--- src/rtl/prefetch_queue_arm.sv ---
// ARM instruction prefetch stage: single-outstanding instruction-bus fetcher feeding
// a small {code, pc} FIFO that the decoder drains over valid/ready.
module prefetch_queue_arm #(
    parameter int          DEPTH    = 4,
    parameter logic [31:0] RESET_PC = 32'h0000_0000
) (
    input  logic        clk,
    input  logic        rst,
    input  logic        flush,
    input  logic [31:0] flush_pc,
    output logic        ibus_req,
    output logic [31:0] ibus_addr,
    input  logic        ibus_ack,
    input  logic [31:0] ibus_rdata,
    output logic        out_valid,
    output logic [31:0] out_code,
    output logic [31:0] out_pc,
    input  logic        out_ready
);

    localparam int AW = (DEPTH > 1) ? $clog2(DEPTH) : 1;
    localparam int CW = AW + 1;
    localparam logic [CW-1:0] FULL_COUNT = CW'(DEPTH);

    typedef enum logic [1:0] {
        IDLE  = 2'd0,
        FETCH = 2'd1,
        DROP  = 2'd2
    } state_t;

    state_t        state_reg;
    logic [31:0]   fetch_pc_reg;
    logic [31:0]   ibus_addr_reg;
    logic          ibus_req_reg;
    logic          out_valid_reg;
    logic [AW-1:0] wr_ptr_reg;
    logic [AW-1:0] rd_ptr_reg;
    logic [CW-1:0] count_reg;
    logic [CW-1:0] count_next;

    logic          push;
    logic          pop;
    logic          has_space;
    logic [31:0]   flush_target;
    logic [31:0]   fetch_pc_inc;

    logic [31:0]   code_word [DEPTH];
    logic [31:0]   pc_word   [DEPTH];

    assign flush_target = {flush_pc[31:2], 2'b00};
    assign fetch_pc_inc = fetch_pc_reg + 32'd4;

    // A flush cancels both the push of a concurrent ack and the pop of a concurrent accept.
    assign push = (state_reg == FETCH) && ibus_req_reg && ibus_ack && !flush;
    assign pop  = out_valid_reg && out_ready && !flush;

    always_comb begin
        count_next = count_reg;
        if (flush) begin
            count_next = '0;
        end else if (push && !pop) begin
            count_next = count_reg + CW'(1);
        end else if (pop && !push) begin
            count_next = count_reg - CW'(1);
        end
    end

    assign has_space = (count_next < FULL_COUNT);

    // Queue storage: one register pair per entry, cleared by reset so the
    // head reads as zero until the first word lands.
    genvar gi;
    generate
        for (gi = 0; gi < DEPTH; gi++) begin : g_entry
            logic [31:0] code_reg;
            logic [31:0] pc_reg;

            always_ff @(posedge clk) begin
                if (rst) begin
                    code_reg <= '0;
                    pc_reg   <= '0;
                end else if (push && (wr_ptr_reg == AW'(gi))) begin
                    code_reg <= ibus_rdata;
                    pc_reg   <= fetch_pc_reg;
                end
            end

            assign code_word[gi] = code_reg;
            assign pc_word[gi]   = pc_reg;
        end
    endgenerate

    // Control FSM, queue pointers and registered bus outputs.
    always_ff @(posedge clk) begin
        if (rst) begin
            state_reg     <= IDLE;
            ibus_req_reg  <= 1'b0;
            ibus_addr_reg <= RESET_PC;
            fetch_pc_reg  <= RESET_PC;
            count_reg     <= '0;
            wr_ptr_reg    <= '0;
            rd_ptr_reg    <= '0;
            out_valid_reg <= 1'b0;
        end else begin
            count_reg     <= count_next;
            out_valid_reg <= (count_next != '0);

            if (flush) begin
                wr_ptr_reg   <= '0;
                rd_ptr_reg   <= '0;
                fetch_pc_reg <= flush_target;
            end else begin
                if (push) begin
                    wr_ptr_reg   <= wr_ptr_reg + AW'(1);
                    fetch_pc_reg <= fetch_pc_inc;
                end
                if (pop) begin
                    rd_ptr_reg <= rd_ptr_reg + AW'(1);
                end
            end

            unique case (state_reg)
                IDLE: begin
                    if (has_space) begin
                        state_reg     <= FETCH;
                        ibus_req_reg  <= 1'b1;
                        ibus_addr_reg <= flush ? flush_target : fetch_pc_reg;
                    end
                end

                FETCH: begin
                    if (flush) begin
                        ibus_req_reg <= 1'b1;
                        if (ibus_ack) begin
                            state_reg     <= FETCH;
                            ibus_addr_reg <= flush_target;
                        end else begin
                            // The open request cannot be withdrawn: keep presenting
                            // the old address and swallow its data later.
                            state_reg <= DROP;
                        end
                    end else if (ibus_ack) begin
                        ibus_addr_reg <= fetch_pc_inc;
                        if (has_space) begin
                            state_reg    <= FETCH;
                            ibus_req_reg <= 1'b1;
                        end else begin
                            state_reg    <= IDLE;
                            ibus_req_reg <= 1'b0;
                        end
                    end
                end

                DROP: begin
                    ibus_req_reg <= 1'b1;
                    if (ibus_ack) begin
                        state_reg     <= FETCH;
                        ibus_addr_reg <= flush ? flush_target : fetch_pc_reg;
                    end
                end

                default: begin
                    state_reg    <= IDLE;
                    ibus_req_reg <= 1'b0;
                end
            endcase
        end
    end

    assign ibus_req  = ibus_req_reg;
    assign ibus_addr = ibus_addr_reg;
    assign out_valid = out_valid_reg;
    assign out_code  = code_word[rd_ptr_reg];
    assign out_pc    = pc_word[rd_ptr_reg];

endmodule

--- config.mk ---
export PLATFORM = sky130hd
export DESIGN_NAME = prefetch_queue_arm
export DESIGN_NICKNAME = d
export VERILOG_FILES = /design/src/rtl/prefetch_queue_arm.sv
export SDC_FILE = /design/constraint.sdc
export NUM_CORES = 1
export LEC_CHECK = 0
export ABC_AREA = 1
export BUFFER_PORTS_ARGS = -buffer_cell sky130_fd_sc_hd__buf_2
export CAP_MARGIN = 20
export CORE_MARGIN = 2
export CORE_UTILIZATION = 59
export DETAILED_ROUTE_END_ITERATION = 16
export PLACE_DENSITY = 0.76
export SLEW_MARGIN = 10
export SYNTH_ARGS = -nofsm -noshare
export SYNTH_HDL_FRONTEND = slang
export SYNTH_SLANG_ARGS = --single-unit
--- constraint.sdc ---
create_clock -name clk -period 2.4 [get_ports clk]
set_input_delay 0.36 -clock clk [delete_from_list [all_inputs] [get_ports clk]]
set_output_delay 0.36 -clock clk [all_outputs]
set_load 0.05 [all_outputs]
# After elaboration in Yosys (flattened, before gate mapping)
# Cells that the tools add are included.
[word_totals]
ff_bits = 331
[op_classes]
n_mux = 30
eq_ne = 9
bitwise = 1
magnitude_cmp = 2
add_sub_neg = 5
n_reduce_logical = 23
[op_table]
columns = ["op", "n"]
rows = [
  ["$mux 32", 12],
  ["$bmux 32 s2", 2],
  ["$pmux 32 s3", 1],
  ["$add 32x3->32 const B", 1],
  ["$logic_and 1x1->1", 11],
  ["$mux 2", 5],
  ["$mux 3", 3],
  ["$eq 2x2->1 const B", 3],
  ["$ne 2x2->1 const B", 3],
  ["$pmux 2 s3", 1],
  ["$reduce_bool 3->1", 2],
  ["$mux 1", 5],
  ["$add 2x1->2 const B", 2],
  ["$eq 2x1->1 const B", 2],
  ["$logic_not 2->1", 2],
  ["$reduce_and 4->1", 1],
  ["$add 3x1->3 const B", 1],
  ["$ge 3x3->1 const B", 1],
  ["$logic_not 1->1", 3],
  ["$lt 3x3->1 const B", 1],
  ["$ne 3x3->1 const B", 1],
  ["$not 2->3", 1],
  ["$pmux 1 s3", 1],
  ["$reduce_and 3->1", 1],
  ["4 further kinds", 4],
]

# Longest topological paths before layout
# Gate-level depths: netlist of the first run.
[depth]
depth_word = 14
mapped_depth = 15
ltp_nobuf = 14

# Least setup slack after synthesis of the first run
# Ideal clock, no wire load.
[synth_timing]
path_type = "reg-to-output"
start = "reg rd_ptr_reg[0]"
end = "out out_code[10]"
slack_ns = 0.090
required_ns = 2.040
path_buffers = 3
arrival_time_ns = 1.950
stages_incl_launch_ff = 7
cell_sequence = "dfxtp_1 clkbuf_1 clkinv_1 clkbuf_1 clkbuf_1 nor2_1 o22ai_1"
[synth_via]
elab_chain_len = 4
[synth_lines]
columns = ["element", "line_no", "source"]
rows = [
  ["from (decl)", "37", "logic [AW-1:0] rd_ptr_reg;"],
  ["from (signal assigned)", "118", "rd_ptr_reg <= rd_ptr_reg + AW'(1);"],
  ["$not 2->3 (not written as such)", "173", "assign out_code = code_word[rd_ptr_reg];"],
  ["$bmux 32 s2", "173", ""],
  ["$mux 32 (not written as such) (2 in a row)", "173", ""],
  ["to (decl)", "16", "output logic [31:0] out_code,"],
]
# Every way passes these cells. The select of a mux whose other input is x is not followed.

# Worst setup path in the final report of the first run
[layout_timing]
start = "reg rd_ptr_reg[1]"
end = "out out_pc[9]"
[layout_via]
elab_chain_len = 4
[layout_lines]
columns = ["element", "line_no", "source"]
rows = [
  ["$not 2->3 (not written as such)", "174", "assign out_pc = pc_word[rd_ptr_reg];"],
  ["$bmux 32 s2", "174", ""],
  ["$mux 32 (not written as such) (2 in a row)", "174", ""],
  ["to (decl)", "17", "output logic [31:0] out_pc,"],
]
# Every way passes these cells. The select of a mux whose other input is x is not followed.

==> results of run 1 <==
[layer usage]
metal  track usage  share of wire
met3        0.0391          0.075
met2         0.555           0.47
met4         0.124          0.036
met1         0.429           0.42
met5             0        0.00024
[critical path: stages, from the launching register on]
cell and delay [ps]:
dfxtp_2 340, clkinv_1 90, buf_12 230, o21ai_0 130
o22ai_1 310, buf_2 340
[cells by family (layout without fill, tap and decap cells)]
| logic type | count (synthesis) | count (layout) | share of synthesized area |
|---|---|---|---|
| buffers and inverters | 296 | 380 | 0.0798 |
| AND/OR/NAND/NOR | 1047 | 1047 | 0.291 |
| flip-flops | 319 | 319 | 0.423 |
| multiplexers | 1 | 1 | 0.000663 |
| AO/OA/AOI/OAI | 569 | 569 | 0.199 |
| XOR/XNOR | 1 | 1 | 0.000580 |
| adder cells (fa/ha/maj) | 7 | 7 | 0.00580 |
| other | 1 | 4 | 0.000248 |
[path summary, 6_finish.rpt]
path / cells after the start / to
max: 5 / out_pc[9]
min: 3 / fetch_pc_reg[15]$_SDFFE_PP0P_
max reg2reg: 8 / ibus_addr[18]$_SDFFE_PP0P_
min reg2reg: 2 / g_entry[2].code_reg[12]$_SDFFE_PP0P_
[cell type report]
type / count / share of cell area
inverters: 88 / 0.0192
clock buffers: 50 / 0.0568
flip-flops and latches: 319 / 0.370
well taps: 330 / 0.0239
clock inverters: 11 / 0.00731
repair buffers: 231 / 0.0869
multi-input cells: 1629 / 0.436
[power by group through the flow]
stage                     Sequential (uW)  Combinational [uW]  Clock, uW
after global placement               5670                1300          0
after global routing                 5560                1450       5530
after detailed placement             5670                1320          0
after floorplan                      5810                 776          0
final                                5560                1340       5250
after CTS                            5550                1330       5310
[through the flow]
stage | hold slack (ps) | area [um^2] | worst slack (ps) | instances
after global placement | 445 | 16100 | 379 | 2592
after floorplan | 438 | 15100 | 89.7 | 2244
final | 151 | 17300 | 60.9 | 2658
after global routing | 151 | 17300 | 45.0 | 2658
after CTS | 143 | 17300 | 1.61 | 2654
after detailed placement | 449 | 16100 | 336 | 2592
[repair_timing]
item / 4_1_cts / 5_1_grt
pin swaps: 0 / 0
endpoints found under the setup margin: 43 / 38
buffers inserted: 1 / 4
gates resized for setup: 3 / 0
[cells in the final DEF, fill, tap and decap left out, drive strengths merged, types with 2 or more instances in the layout]
master	netlist	routed
nand2	466	466
dfxtp	319	319
nand3	305	305
a21oi	298	298
nor2	259	259
buf	45	231
o21ai	172	172
inv	86	90
o22ai	62	62
clkbuf	163	50
o211ai	16	16
a31oi	9	9
nand4	8	8
ha	7	7
nor3	6	6
clkinv	2	6
o31ai	4	4
a211oi	4	4
conb	1	4
or2	2	2
bufinv	0	2
==> run metrics, run 1 <==
flip-flop count of the largest register, all copies and words added 128; Worst R2R Start state_reg[0]$_SDFFE_PP0P_; data arrival at the endpoint of the critical path 1980 ps; worst vdd ir 0.658 mV; vertical extent of the die 164 um; Cell Area, Synth 15100 um^2; sequential cell area fraction in the yosys report 0.423; Period minus WS final 2340 ps; layout cell share with drive strength beyond 1 0.132; via-per-instance ratio 5.93; total power consumption of the routed design 12100 uW; Worst slew margin 0.482; cell count after synthesis 2241; Critical Path Start Type register; GPL Wtd Cong 0.951; top achievable clock speed 428 MHz; number of flip-flops and latches in the synthesized netlist 319; Num Clock Sinks 319; setup violation total in the final timing report 0; type of the worst setup path register to output pin; total number of vias 15800; sum of overflow across all layers after global routing 0; DIE WIDTH 164 um; count of nets after finishing 2380; area of the core 25200 um^2; max_cap viols 0; warning count from the yosys run 0; Leak Pwr 0.00671 uW; total of buffers placed on input and output ports 160; final hold violations 0; Area Growth Syn to Fin 14.5%; hold path startpoint flush_pc[15]; Worst Path Max Fanout 46; setup slack on the worst flop-to-flop path 300 ps; launching element of the worst setup path rd_ptr_reg[1]$_SDFFE_PP0P_; Multi-input gate area 7550 um^2; Worst Setup End Kind output pin; placement row count 58; number of search-and-repair iterations in the first detailed-routing pass 6; number of design-rule violations left by the first detailed-router iteration 1664; required time worst endpoint 2040 ps; first-pass GRT wire length 72000 um; slew of the pin with the lowest slew margin 777 ps; full die area 26900 um^2; antenna violations before repair 1; maximum level of the CTS H-tree 2; cts bufs inserted 35; combinational power share 0.110; clock share of power 0.432; number of fillers in the final layout 2161; Remaining DRCs 0; most frequently used cell type in the post-synthesis netlist nand2_1; Total Negative Setup Slacks 0 ps; post-synth top area cell dfxtp_1; unrepaired setup endpoints after global routing false; pin count of the biggest net entering global routing 98; clock latency on the worst-skew pair 510 ps; Netlist cell types 37; Finished Core Util 0.687; Post-synth ARST share 0; num ports 167; part of the total power dissipated in sequential elements 0.457; via count of the first global-routing pass 14200; number of nets still failing antenna checks after routing 0; final routed wirelength across all metal layers 45400 um; count of final max-slew check failures 0; root buffer cell clkbuf_16; Sw Share 0.271; GRT Resource Usage Total 0.328; most frequent cells after synthesis 462 x nand2_1, 319 x dfxtp_1, 304 x nand3_1; combined flip-flop and latch cell area 6390 um^2; Initial Util 0.600; status finished clean; drt wl/cell 17.1 um; class of the tightest hold or removal check input port to register; post-route fraction of the period consumed by the critical path 0.975; Avg Inst Size Synth 6.74 um^2; cell internal pwr 8850 uW; Clock Skew 17.9 ps; total net switching power 3300 uW; hold-fix buffers at CTS 0; share of the synthesized area in the top cell type 0.423; CTS Buffer Depth 3; clock transition time at the flip-flop clock pins of the worst setup and hold paths 60 ps; P per Cell Area 702 nW/um^2; cells taking the most area after synthesis dfxtp_1 42%, nand2_1 11%, nand3_1 10%; DP HPWL 27300 um; Post-synth EDFFs 0; diode count 0; clock tree from TritonCTS built; prevailing post-synth register cell dfxtp_1
Note: power is estimated with default switching activity, not from simulation.
==> run 2, diff against run 1 <==
- ABC_AREA: 1 -> not set
- CORE_UTILIZATION: 59 -> 58
- HOLD_SLACK_MARGIN: not set -> 0.15
- PLACE_DENSITY: 0.76 -> 0.75
==> run metrics, run 2 <==
status finished with violations; violated checks setup timing; Critical Path Start Type register; prevailing post-synth register cell dfxtp_1; total power consumption of the routed design 11900 uW (-1.7%); total of buffers placed on input and output ports 160 (unchanged); Worst Path Max Fanout 18 (-61%); sum of overflow across all layers after global routing 0 (unchanged); Period minus WS final 2400 ps (+64.4 ps); most frequently used cell type in the post-synthesis netlist nand2_1; layout cell share with drive strength beyond 1 0.201 (+0.0690); via-per-instance ratio 5.88 (-0.88%); drt wl/cell 18.5 um (+8.0%); GRT Resource Usage Total 0.306 (-0.0220); clock transition time at the flip-flop clock pins of the worst setup and hold paths 60 ps (about the same); CTS Buffer Depth 3 (unchanged); Leak Pwr 0.00616 uW (-8.2%); Remaining DRCs 0 (unchanged); first-pass GRT wire length 63800 um (-11%); count of nets after finishing 1905 (-20%); cell count after synthesis 1689 (-25%); type of the worst setup path register to output pin; sequential cell area fraction in the yosys report 0.448 (+0.0249); placement row count 57 (-1.7%); data arrival at the endpoint of the critical path 2040 ps (+60 ps); Worst Hold Path Cells 3 (unchanged); GPL Wtd Cong 0.860 (-9.5%); maximum level of the CTS H-tree 2 (unchanged); slew of the pin with the lowest slew margin 722 ps (-54.8 ps); class of the tightest hold or removal check input port to register; number of buffers added for setup after CTS 0 (-1); DIE WIDTH 161 um (-1.9%); R2R depth 8 (unchanged); top achievable clock speed 416 MHz (-2.7%); Num Clock Sinks 319 (unchanged); via count of the first global-routing pass 12400 (-13%); warning count from the yosys run 0 (unchanged); Post-synth ARST share 0 (unchanged); Worst slew margin 0.519 (+0.0371); vertical extent of the die 161 um (-1.9%); Clock Skew 18.1 ps (+0.184 ps); top library cells by usage in the layout, fill and taps aside 537 x nand2_1, 317 x dfxtp_1, 270 x a21oi_1; clock latency on the worst-skew pair 520 ps (about the same); full die area 25900 um^2 (-3.8%); post-synth top area cell dfxtp_1; Worst Setup End Kind output pin; Cell Area, Synth 14300 um^2 (-5.6%); number of design-rule violations left by the first detailed-router iteration 1149 (-31%); DP HPWL 24600 um (-10%); cts bufs inserted 35 (unchanged); area of the core 24200 um^2 (-3.7%); post-route fraction of the period consumed by the critical path 1.00 (+0.0268); Area Growth Syn to Fin 19.2%; unrepaired setup endpoints after global routing true; worst vdd ir 0.452 mV (-31%); final routed wirelength across all metal layers 40200 um (-11%); antenna violations before repair 1 (unchanged); required time worst endpoint 2040 ps (about the same); Post-synth EDFFs 0 (unchanged); num ports 167 (unchanged); Netlist cell types 70 (+89%); P per Cell Area 702 nW/um^2 (about the same); clock tree from TritonCTS built; most frequent cells after synthesis 541 x nand2_1, 319 x dfxtp_1, 270 x a21oi_1; flip-flop count of the largest register, all copies and words added 128 (unchanged); total number of vias 12800 (-19%); number of search-and-repair iterations in the first detailed-routing pass 5 (-1); Avg Inst Size Synth 8.45 um^2 (+25%); pin count of the biggest net entering global routing 121 (+23%); final hold violations 0 (unchanged); most common library cell in the layout ignoring fill and taps nand2_1; Initial Util 0.588 (-0.0115); count of final max-slew check failures 0 (unchanged); max_cap viols 0 (unchanged); number of nets still failing antenna checks after routing 0 (unchanged); slack of the critical path -3.50 ps (-64.4 ps); cells taking the most area after synthesis dfxtp_1 45%, nand2_1 14%, mux4_2 9.8%; Total Negative Setup Slacks -3.50 ps (-3.50 ps); share of the synthesized area in the top cell type 0.448 (+0.0249); root buffer cell clkbuf_16; setup violation total in the final timing report 1 (+1); number of flip-flops and latches in the synthesized netlist 319 (unchanged)
-- run 2: worst paths after layout --
path | start | to | slack [ps]
setup / recovery | rd_ptr_reg[0]$_SDFFE_PP0P_ | out_code[15] | -4
hold / removal | flush_pc[22] | fetch_pc_reg[22]$_SDFFE_PP0P_ | 170
setup reg to reg | count_reg[0]$_SDFF_PP0_ | ibus_addr[6]$_SDFFE_PP0P_ | 170
hold reg to reg | g_entry[2].pc_reg[10]$_SDFFE_PP0P_ | g_entry[2].pc_reg[10]$_SDFFE_PP0P_ | 450
-- run 2: power breakdown --
part / total (uW) / internal, uW / switching [uW]
Clock: 5290 / 3140 / 2150
Combinational: 1150 / 380 / 765
Sequential: 5500 / 5400 / 102
Total: 11900 / 8920 / 3020
-- run 2: routing by layer --
| layer | vias up | global-route usage | wire, um |
|---|---|---|---|
| li1 | 6050 | - | - |
| met1 | 6083 | 0.396 | 16100 |
| met5 | - | 0 | 0 |
| met4 | 0 | 0.111 | 1120 |
| met3 | 94 | 0.0506 | 3350 |
| met2 | 573 | 0.519 | 19700 |
-- run 2: critical path: stages (launching register included) --
cell,delay [ps]
dfxtp_4,410
bufbuf_16,360
mux4_2,520
buf_2,230
-- run 2: layout make-up --
type / count / area, um^2
diodes: 2 / 5.00
clock buffers: 51 / 1050
clock inverters: 9 / 76.3
fillers: 1908 / 7250
inverters: 13 / 48.8
multi-input cells: 1198 / 7150
flip-flops and latches: 319 / 6390
well taps: 324 / 405
repair buffers: 262 / 1870
-- run 2: cell families after synthesis --
| family | synth area share |
|---|---|
| simple gates | 0.214 |
| compound gates | 0.148 |
| flops | 0.448 |
| buf+inv | 0.0534 |
| mux | 0.102 |
| xor+xnor | 0.0289 |
| fa+ha+maj | 0.00693 |
| other cells | 0.000263 |
-- run 2: metrics by stage --
stage / setup WS [ps] / instance area [um^2] / util / hold WS [ps] / std cells
CTS: -21.7 / 17000 / 0.701 / 158 / 2176
global placement: 154 / 15500 / 0.638 / 438 / 2079
global route: -60.3 / 17000 / 0.701 / 183 / 2177
finish: -3.50 / 17000 / 0.701 / 170 / 2178
detailed placement: 131 / 15500 / 0.638 / 444 / 2079
floorplan: 179 / 14300 / - / 433 / 1692
-- run 2: timing repair --
action,in CTS,in global routing
cloned,1,0
endpoints found under the hold margin,139,0
resized for setup,2,2
hold buffers,36,0
setup endpoints to repair,5,32
==> run 3, diff against run 2 <==
- CORE_UTILIZATION: 58 -> 44
- PLACE_DENSITY: 0.75 -> 0.59
==> run metrics, run 3 (synthesized netlist as in run 2, its figures left out) <==
status finished clean; Initial Util 0.450 (-0.139); R2R depth 8 (unchanged); slew of the pin with the lowest slew margin 749 ps (+27.7 ps); most common library cell in the layout ignoring fill and taps nand2_1; final instance count without filler cells 2257 (+3.6%); top library cells by usage in the layout, fill and taps aside 537 x nand2_1, 317 x dfxtp_1, 270 x a21oi_1; max_cap viols 0 (unchanged); unrepaired setup endpoints after global routing true; number of buffers added for setup after CTS 0 (unchanged); via-per-instance ratio 5.50 (-6.4%); Period minus WS final 2330 ps (-68.5 ps); layout cell share with drive strength beyond 1 0.200 (-0.000756); maximum level of the CTS H-tree 2 (unchanged); final hold violations 0 (unchanged); area of the core 31700 um^2 (+31%); placement row count 65 (+14%); root buffer cell clkbuf_16; GPL Wtd Cong 0.828 (-3.7%); Worst Setup End Kind output pin; Met2 Wirelength 19400 um (-1.3%); cell-by-cell listing of the critical path buf_16 > mux4_2 > buf_2; drt wl/cell 18.0 um (-2.6%); setup violation total in the final timing report 0 (-1); combined flip-flop and latch cell area 6390 um^2 (about the same); met3 wire length 2490 um (-26%); count of nets after finishing 1908 (+0.16%); total of buffers placed on input and output ports 160 (unchanged); via count of the first global-routing pass 12200 (-1.7%); number of fillers in the final layout 2996 (+57%); count of final max-slew check failures 0 (unchanged); Clock Skew 13.3 ps (-4.76 ps); highest metal layer used by the detailed router met4; clock latency on the worst-skew pair 510 ps (about the same); top achievable clock speed 428 MHz (+2.9%); clock tree from TritonCTS built; worst vdd ir 0.408 mV (-9.6%); cts bufs inserted 36 (+2.9%); total number of vias 12400 (-3.0%); Worst Hold Path Cells 3 (unchanged); Multi-input gate area 7150 um^2 (about the same); number of search-and-repair iterations in the first detailed-routing pass 5 (unchanged); number of design-rule violations left by the first detailed-router iteration 862 (-25%); worst hold slack 180 ps (+10.0 ps); DP Cell Count 2162 (+4.0%); post-placement worst setup slack 42.6 ps (-88.1 ps); Worst Path Max Fanout 31 (+13); DIE WIDTH 184 um (+14%); required time worst endpoint 2040 ps (about the same); Placed Area 15600 um^2 (+0.71%); final routed wirelength across all metal layers 40600 um (+0.95%); slowest cell delay on critical path 580 ps (+60 ps); sum of overflow across all layers after global routing 0 (unchanged); flip-flop count of the largest register, all copies and words added 128 (unchanged); total power consumption of the routed design 11900 uW (-0.68%); full die area 33900 um^2 (+31%); Area Growth Syn to Fin 19.3%; slack of the critical path 65.0 ps (+68.5 ps); first-pass GRT wire length 64400 um (+0.95%); Leak Pwr 0.00615 uW (-0.21%); Critical Path Start Type register; num ports 167 (unchanged); Worst slew margin 0.500 (-0.0185); clock transition time at the flip-flop clock pins of the worst setup and hold paths 60 ps (about the same); Num Clock Sinks 319 (unchanged); P per Cell Area 697 nW/um^2 (-0.80%); CTS Buffer Depth 3 (unchanged); data arrival at the endpoint of the critical path 1970 ps (-70 ps); class of the tightest hold or removal check input port to register; vertical extent of the die 184 um (+14%); number of nets still failing antenna checks after routing 0 (unchanged); type of the worst setup path register to output pin; slowest cell on the critical path mux4_2; antenna violations before repair 1 (unchanged); Routed met1 length 18000 um (+12%); post-route fraction of the period consumed by the critical path 0.973 (-0.0286); DP HPWL 25200 um (+2.4%); post-route cell area 17000 um^2 (+0.12%); pin count of the biggest net entering global routing 145 (+20%); GRT Resource Usage Total 0.237 (-0.0688); Remaining DRCs 0 (unchanged)
[run 3: cell types whose count changed in the layout (fill, tap and decap cells not counted), moves of 2 or more]
cell,delta
buf_4,+7
dlygate4sd3_1,-2
clkbuf_1,+5
clkbuf_8,-5
buf_12,-2
[run 3: where the power goes]
part | internal, uW | switching [uW]
registers | 5410 | 107
clock network | 3100 | 2110
logic | 379 | 757
[run 3: cell type report]
cell class / instances / share of cell area
repair buffers: 264 / 0.108
multi-input cells: 1198 / 0.420
flip-flops and latches: 319 / 0.376
diodes: 1 / 0.000147
clock inverters: 9 / 0.00559
well taps: 402 / 0.0296
clock buffers: 51 / 0.0587
inverters: 13 / 0.00287
[run 3: what timing repair did]
item / 4_1_cts / 5_1_grt
hold buffers: 34 / 0
endpoints found under the setup margin: 0 / 4
endpoints found under the hold margin: 130 / 0
resized for setup: 0 / 2
[run 3: routing by layer]
metal,vias up,GRT usage
met3,54,0.0370
met2,386,0.407
met4,0,0.0576
met5,-,0
li1,6048,-
met1,5933,0.313
[run 3: critical path, delay by kind of cell (launching register included)]
family | cells | cell delay (ps)
muxes | 1 | 580
buffers and inverters | 2 | 500
DFF | 1 | 380
[run 3: path summary, 6_finish.rpt]
kind | end | startpoint | slack, ps
max | out_pc[31] | rd_ptr_reg[0]$_SDFFE_PP0P_ | 70
min | ibus_addr[29]$_SDFFE_PP0P_ | flush_pc[29] | 180
min reg2reg | g_entry[0].pc_reg[2]$_SDFFE_PP0P_ | g_entry[0].pc_reg[2]$_SDFFE_PP0P_ | 450
max reg2reg | ibus_addr[6]$_SDFFE_PP0P_ | count_reg[0]$_SDFF_PP0_ | 140
[run 3: metrics by stage]
stage                util  setup TNS [ps]
floorplan               -               0
global placement    0.491               0
detailed placement  0.491               0
CTS                 0.536               0
global route        0.537           -3.58
finish              0.537               0
